**src/rtl/beam_sat_accumulator_if.sv**
```systemverilog
// Streaming bus for the beam accumulator: sample beats in, frame sums and overflow flags out.
// master = upstream/downstream environment, slave = the accumulator.
interface beam_sat_accumulator_if #(
    parameter int WIDTH    = 16,
    parameter int CHANNELS = 4
);
    logic                      in_valid;
    logic                      in_ready;
    logic [CHANNELS*WIDTH-1:0] in_data;
    logic                      out_valid;
    logic                      out_ready;
    logic [CHANNELS*WIDTH-1:0] out_data;
    logic [CHANNELS-1:0]       out_ovf;

    modport master (
        output in_valid, in_data, out_ready,
        input  in_ready, out_valid, out_data, out_ovf
    );

    modport slave (
        input  in_valid, in_data, out_ready,
        output in_ready, out_valid, out_data, out_ovf
    );
endinterface

```
**src/rtl/beam_sat_accumulator.sv**
```systemverilog
// Per-lane signed frame accumulator with step-wise overflow detection, optional clamping,
// and a valid/ready frame handoff (ACC collects LEN beats, DUMP holds the result).
module beam_sat_accumulator #(
    parameter int WIDTH    = 16,
    parameter int CHANNELS = 4,
    parameter int LEN      = 8,
    parameter bit SATURATE = 1'b1
) (
    input  logic                  clk,
    input  logic                  reset,
    input  logic                  clear,
    beam_sat_accumulator_if.slave bus
);
    localparam int CNT_W = (LEN > 1) ? $clog2(LEN) : 1;
    localparam logic [CNT_W-1:0] LAST_BEAT = CNT_W'(LEN - 1);
    localparam logic [WIDTH-1:0] SAT_MAX   = {1'b0, {(WIDTH-1){1'b1}}};
    localparam logic [WIDTH-1:0] SAT_MIN   = {1'b1, {(WIDTH-1){1'b0}}};

    typedef enum logic {
        ST_ACC  = 1'b0,
        ST_DUMP = 1'b1
    } state_t;

    state_t              r_state;
    state_t              w_state_next;
    logic [CNT_W-1:0]    r_count;
    logic [CNT_W-1:0]    w_count_next;
    logic [WIDTH-1:0]    r_acc       [CHANNELS];
    logic [WIDTH-1:0]    w_acc_next  [CHANNELS];
    logic [WIDTH-1:0]    w_step_res  [CHANNELS];
    logic [CHANNELS-1:0] w_step_ovf;
    logic [CHANNELS-1:0] r_ovf;
    logic [CHANNELS-1:0] w_ovf_next;
    logic                w_accept;

    // Overflow is judged on every add, so a clamped lane that walks back keeps its flag.
    for (genvar k = 0; k < CHANNELS; k++) begin : g_lane
        logic [WIDTH-1:0] w_b;
        logic [WIDTH-1:0] w_sum;

        assign w_b   = bus.in_data[k*WIDTH +: WIDTH];
        assign w_sum = r_acc[k] + w_b;

        assign w_step_ovf[k] = (r_acc[k][WIDTH-1] == w_b[WIDTH-1]) &&
                               (w_sum[WIDTH-1] != r_acc[k][WIDTH-1]);

        assign w_step_res[k] = (SATURATE && w_step_ovf[k])
                             ? (r_acc[k][WIDTH-1] ? SAT_MIN : SAT_MAX)
                             : w_sum;

        assign bus.out_data[k*WIDTH +: WIDTH] = r_acc[k];
    end

    // Ready is a function of state only, so no ready-to-ready path exists.
    assign bus.in_ready  = (r_state == ST_ACC) && !reset;
    assign bus.out_valid = (r_state == ST_DUMP);
    assign bus.out_ovf   = r_ovf;
    assign w_accept      = (r_state == ST_ACC) && bus.in_valid;

    // NOTE: every signal gets its hold value first so no path leaves it unassigned (no latch).
    always_comb begin
        w_state_next = r_state;
        w_count_next = r_count;
        w_ovf_next   = r_ovf;
        for (int k = 0; k < CHANNELS; k++) begin
            w_acc_next[k] = r_acc[k];
        end

        if (clear) begin
            w_state_next = ST_ACC;
            w_count_next = '0;
            w_ovf_next   = '0;
            for (int k = 0; k < CHANNELS; k++) begin
                w_acc_next[k] = '0;
            end
        end else begin
            unique case (r_state)
                ST_ACC: begin
                    if (w_accept) begin
                        w_ovf_next = r_ovf | w_step_ovf;
                        for (int k = 0; k < CHANNELS; k++) begin
                            w_acc_next[k] = w_step_res[k];
                        end
                        if (r_count == LAST_BEAT) begin
                            w_count_next = '0;
                            w_state_next = ST_DUMP;
                        end else begin
                            w_count_next = r_count + 1'b1;
                        end
                    end
                end
                ST_DUMP: begin
                    if (bus.out_ready) begin
                        w_state_next = ST_ACC;
                        w_ovf_next   = '0;
                        for (int k = 0; k < CHANNELS; k++) begin
                            w_acc_next[k] = '0;
                        end
                    end
                end
                default: w_state_next = ST_ACC;
            endcase
        end
    end

    // NOTE: sequential state uses non-blocking assignments so all registers update together.
    always_ff @(posedge clk) begin
        if (reset) begin
            r_state <= ST_ACC;
            r_count <= '0;
            r_ovf   <= '0;
            // NOTE: the accumulator array is a flop bank, not RAM, so resetting it is cheap and required.
            for (int k = 0; k < CHANNELS; k++) begin
                r_acc[k] <= '0;
            end
        end else begin
            r_state <= w_state_next;
            r_count <= w_count_next;
            r_ovf   <= w_ovf_next;
            for (int k = 0; k < CHANNELS; k++) begin
                r_acc[k] <= w_acc_next[k];
            end
        end
    end
endmodule

```
**src/flat_wrapper.sv**
```systemverilog
// flat-port wrapper written by rule: the top's interface ports become plain ports
module beam_sat_accumulator_flat 
#(
    parameter int WIDTH    = 16,
    parameter int CHANNELS = 4,
    parameter int LEN      = 8,
    parameter bit SATURATE = 1'b1
)
  (clk, reset, clear, bus_in_valid, bus_in_data, bus_out_ready, bus_in_ready, bus_out_valid, bus_out_data, bus_out_ovf);
  beam_sat_accumulator_if #(.WIDTH(WIDTH), .CHANNELS(CHANNELS)) bus_i ();
  input  logic clk;
  input  logic reset;
  input  logic clear;
  input wire logic [$bits(bus_i.in_valid)-1:0] bus_in_valid;
  input wire logic [$bits(bus_i.in_data)-1:0] bus_in_data;
  input wire logic [$bits(bus_i.out_ready)-1:0] bus_out_ready;
  output wire logic [$bits(bus_i.in_ready)-1:0] bus_in_ready;
  output wire logic [$bits(bus_i.out_valid)-1:0] bus_out_valid;
  output wire logic [$bits(bus_i.out_data)-1:0] bus_out_data;
  output wire logic [$bits(bus_i.out_ovf)-1:0] bus_out_ovf;
  assign bus_i.in_valid = bus_in_valid;
  assign bus_i.in_data = bus_in_data;
  assign bus_i.out_ready = bus_out_ready;
  assign bus_in_ready = bus_i.in_ready;
  assign bus_out_valid = bus_i.out_valid;
  assign bus_out_data = bus_i.out_data;
  assign bus_out_ovf = bus_i.out_ovf;
  beam_sat_accumulator #(.WIDTH(WIDTH), .CHANNELS(CHANNELS), .LEN(LEN), .SATURATE(SATURATE)) u_core (.clk(clk), .reset(reset), .clear(clear), .bus(bus_i));
endmodule
```
**config.mk**
```make
export PLATFORM = sky130hd
export DESIGN_NAME = beam_sat_accumulator_flat
export DESIGN_NICKNAME = d
export VERILOG_FILES = /design/src/rtl/beam_sat_accumulator_if.sv /design/src/rtl/beam_sat_accumulator.sv /design/src/flat_wrapper.sv
export SDC_FILE = /design/constraint.sdc
export NUM_CORES = 1
export LEC_CHECK = 0
export CORE_AREA = 2 2 119 121
export CTS_BUF_LIST = sky130_fd_sc_hd__clkbuf_4 sky130_fd_sc_hd__clkbuf_8 sky130_fd_sc_hd__clkbuf_16
export DETAILED_ROUTE_END_ITERATION = 16
export DIE_AREA = 0 0 121 123
export PLACE_DENSITY_LB_ADDON = 0.05
export SETUP_SLACK_MARGIN = 0.05
export SYNTH_ARGS = -nofsm -noshare
export SYNTH_HDL_FRONTEND = slang
export SYNTH_SLANG_ARGS = --single-unit
```
**constraint.sdc**
```tcl
create_clock -name clk -period 6.7 [get_ports clk]
set_input_delay 1.675 -clock clk [delete_from_list [all_inputs] [get_ports clk]]
set_output_delay 1.675 -clock clk [all_outputs]
set_load 0.005 [all_outputs]
```
==> impl_results.md <==
- GP Congestion: 0.907
- Top FF cell, synth: dfxtp_1
- PortBufs: between 100 and 150
- Metal2 WL: ~7600 um
- Hold Path Stages: 2
- I/O Pins: 139
- YS warnings: 0
- Sequential Power Share: 32.1%
- Iteration-0 DRC count of the detailed router: ~420
- Seq/Total Area, Yosys: between 20% and 30%
- Tot Pwr: approximately 1.5 mW
- Vias: between 6,000 and 7,000
- Initial core utilization: between 40% and 50%
- Number of H-tree levels: 3
- Die height: about 120 um
- Clock network power share: between 40% and 50%
- WS Path Type: in2out
- DP Area: roughly 7500 sq um
- Vias in the first global route: between 5,000 and 6,000
- Tcrit/Tclk final: about two thirds
- Metal-1 WL: 7870 um
- CP startpoint kind: input port
- Clock buffer depth: 2
- Status: complete, no violations
- Net load switching power: roughly 0.42 mW
- P&R area growth vs syn: 31.6%
- Setup slack, reg-to-reg: 3.95 ns
- Met3 Wirelength: about 960 um
- Hold Slack: 0.450 ns
- Die area: ~15,000 sq um
- Worst-skew pair later-pin latency: 0.34 ns
- Critical path required time: 5.03 ns
- Top sig layer: met4
- Global-route wire length before repair: between 20,000 and 30,000 um
- Number of antenna violations at the first check in global routing: 0
- Max Clock Skew: 0.00640 ns
- WL per Instance: 15.6 um
- #FFs+latches synth: just over 70
- Fin Setup TNS: 0 ns
- Cell Area, Synth: 5950 sq um
- CP startpoint: reset
- Antenna diodes: 0
- RR Endpoint: u_core.r_acc[2][6]
- Fin. max-slew vios: 0
- Gate power share: between 20% and 30%
- Vias/cell: between 5 and 6
- Sink Count: between 70 and 80
- Max-slew headroom: about a third
- Min cycle time layout: roughly 4.4 ns
- Worst Setup EP: bus_in_ready
- Worst-path maximum fanout: 3
- Area leader, netlist: dfxtp_1
- Post-CTS Resized: 0
- Synth top area share: between 20% and 30%
- Reg2reg start: u_core.r_acc[2][1]
- Post-synth EDFFs: 0
- R2r worst-path depth: 8
- Cell-internal power: 1.04 mW
- Pwr Density: approximately 190 nW/um^2
- CTS clk-pin slew, worst paths: about 0.060 ns
- Footprint of the multi-input gates: about 4300 sq um
- RSZ-0062 raised after global routing: no
- Ys async rst share: 0%
- Leak: 3.20 nW
- Final hold violations: 0
- Post-CTS Setup Inserts: 0
- Worst-Margin Slew: 0.995 ns
- Commonest cells post-synth: nand2_1 (92), a21oi_1 (79), dfxtp_1 (72)
- WL final: roughly 17,000 um
- Largest net degree at the start of global routing: 30
- Average cell area after synthesis: between 7 and 8 sq um
- Fin util: a little under three fifths
- Fmax: roughly 230 MHz
- Hold buffer count at CTS: 0
- Drt pass-1 iters: 6
- GRT Residual Overflow: 0
- Die width: 121 um
- Design area: roughly 7800 sq um
- Final setup fails: 0
- HPWL after DPL: about 13,000 um
- Core ar.: around 14,000 sq um
- Post-Syn Instances: about 760
- Setup crit end kind: output port
- Reg area: roughly 1400 sq um
- CTS tree: done
- Total GRT Usage: roughly 22%
- Root buf cell: clkbuf_16
- Area contributors post-synth: dfxtp_1 (24%), ha_1 (13%), a21oi_1 (6.6%)
- Final nets: 1,020
- CTS Buf Count: 9
- Top-count cell post-synth: nand2_1
- Switch share: approximately 29%
- Post-detailed-route count of antenna-violating nets: 0
- VDD IR-drop max: 138 uV
- Layout cells sized above 1: under 10%
- Arr. time, crit path: between 2 and 3 ns
- Max-cap viol count: 0
- Hold Path Class: reg2reg
- Synthesized Nets: about 900
- # fillers: 1,249
- DRC: 0
- FP Rows: 43
- Yosys cell types: 75
## worst min-delay path by stage
| stage | slack, ns | from | endpoint |
|---|---|---|---|
| CTS | 0.45 | u_core.bus.out_ovf[3] | u_core.bus.out_ovf[3] |
| floorplan | 0.44 | u_core.r_count[1] | u_core.r_count[1] |
| detailed placement | 0.44 | u_core.bus.out_ovf[3] | u_core.bus.out_ovf[3] |
| global route | 0.48 | u_core.r_count[2] | u_core.r_count[2] |
| finish | 0.45 | u_core.bus.out_ovf[3] | u_core.bus.out_ovf[3] |
| global placement | 0.44 | u_core.bus.out_ovf[3] | u_core.bus.out_ovf[3] |
## cells by family after synthesis
family,count (synthesis),synth area share [%]
xor gates and xnor gates,35,5.15
adders and majority gates,66,14.4
DFF,72,24.2
AOI/OAI and AO/OA,284,32.4
and+or+nand+nor,248,19.7
buffers and inverters,48,3.76
muxes,2,0.420
## metrics by stage
| step | setup WS (ns) | instances |
|---|---|---|
| 6_report | 2.31 | 1070 |
| 5_1_grt | 2.26 | 1070 |
| 4_1_cts | 2.31 | 1070 |
| 3_5_place_dp | 2.18 | 1054 |
| 3_3_place_gp | 2.24 | 1054 |
| 2_1_floorplan | 3.09 | 755 |
## layout make-up
cell class	count	share of cell area [%]
clock inverter	7	1.84
multi-input combinational	635	54.8
tap	180	2.88
inverter	26	1.25
timing repair buffer	141	17.9
sequential	72	18.4
clock buffer	9	2.88
## worst max-delay path: stages
cell	delay [ns]
clkdlybuf4s50_1	0.44
nor2_1	0.10
clkdlybuf4s50_1	0.50
## flip-flops by register name, indices dropped and copies added (netlist names)
signal,flops
u_core.r_count,3
u_core.r_acc,64
u_core.bus.out_ovf,4
u_core.bus.out_valid,1
## power by group through the flow
stage,Combinational [mW],Clock [mW],Sequential (mW)
after CTS,0.387,0.617,0.468
after detailed placement,0.385,0,0.478
final,0.388,0.603,0.468
after global placement,0.378,0,0.477
after floorplan,0.250,0,0.475
after global routing,0.431,0.634,0.471
## placed cells by master (no fill, tap or decap), types with 4 or more instances in the layout
| cell | instances |
|---|---|
| nand3_1 | 9 |
| inv_1 | 26 |
| clkbuf_16 | 9 |
| a21o_1 | 20 |
| nor3_1 | 27 |
| o211ai_1 | 4 |
| a21oi_2 | 9 |
| o21ai_2 | 16 |
| clkdlybuf4s50_1 | 138 |
| dfxtp_1 | 72 |
| xnor2_1 | 22 |
| o21ai_1 | 22 |
| fa_1 | 4 |
| o21ai_0 | 44 |
| xor2_1 | 13 |
| nor2_1 | 61 |
| bufinv_16 | 4 |
| a31oi_1 | 10 |
| o21a_1 | 10 |
| and3_1 | 7 |
| or3_1 | 7 |
| a32oi_1 | 4 |
| a21oi_1 | 78 |
| nor2b_1 | 9 |
| ha_1 | 62 |
| o21bai_1 | 5 |
| nand2b_1 | 12 |
| a221oi_1 | 6 |
| nand2_1 | 92 |
| a211oi_1 | 14 |
## layer usage
layer | global-route usage [%] | vias up
li1 | - | 3035
met5 | 0 | -
met2 | 36.2 | 194
met4 | 8.36 | 0
met1 | 30.0 | 2796
met3 | 3.69 | 20
Power figures use the tool's default switching activity.
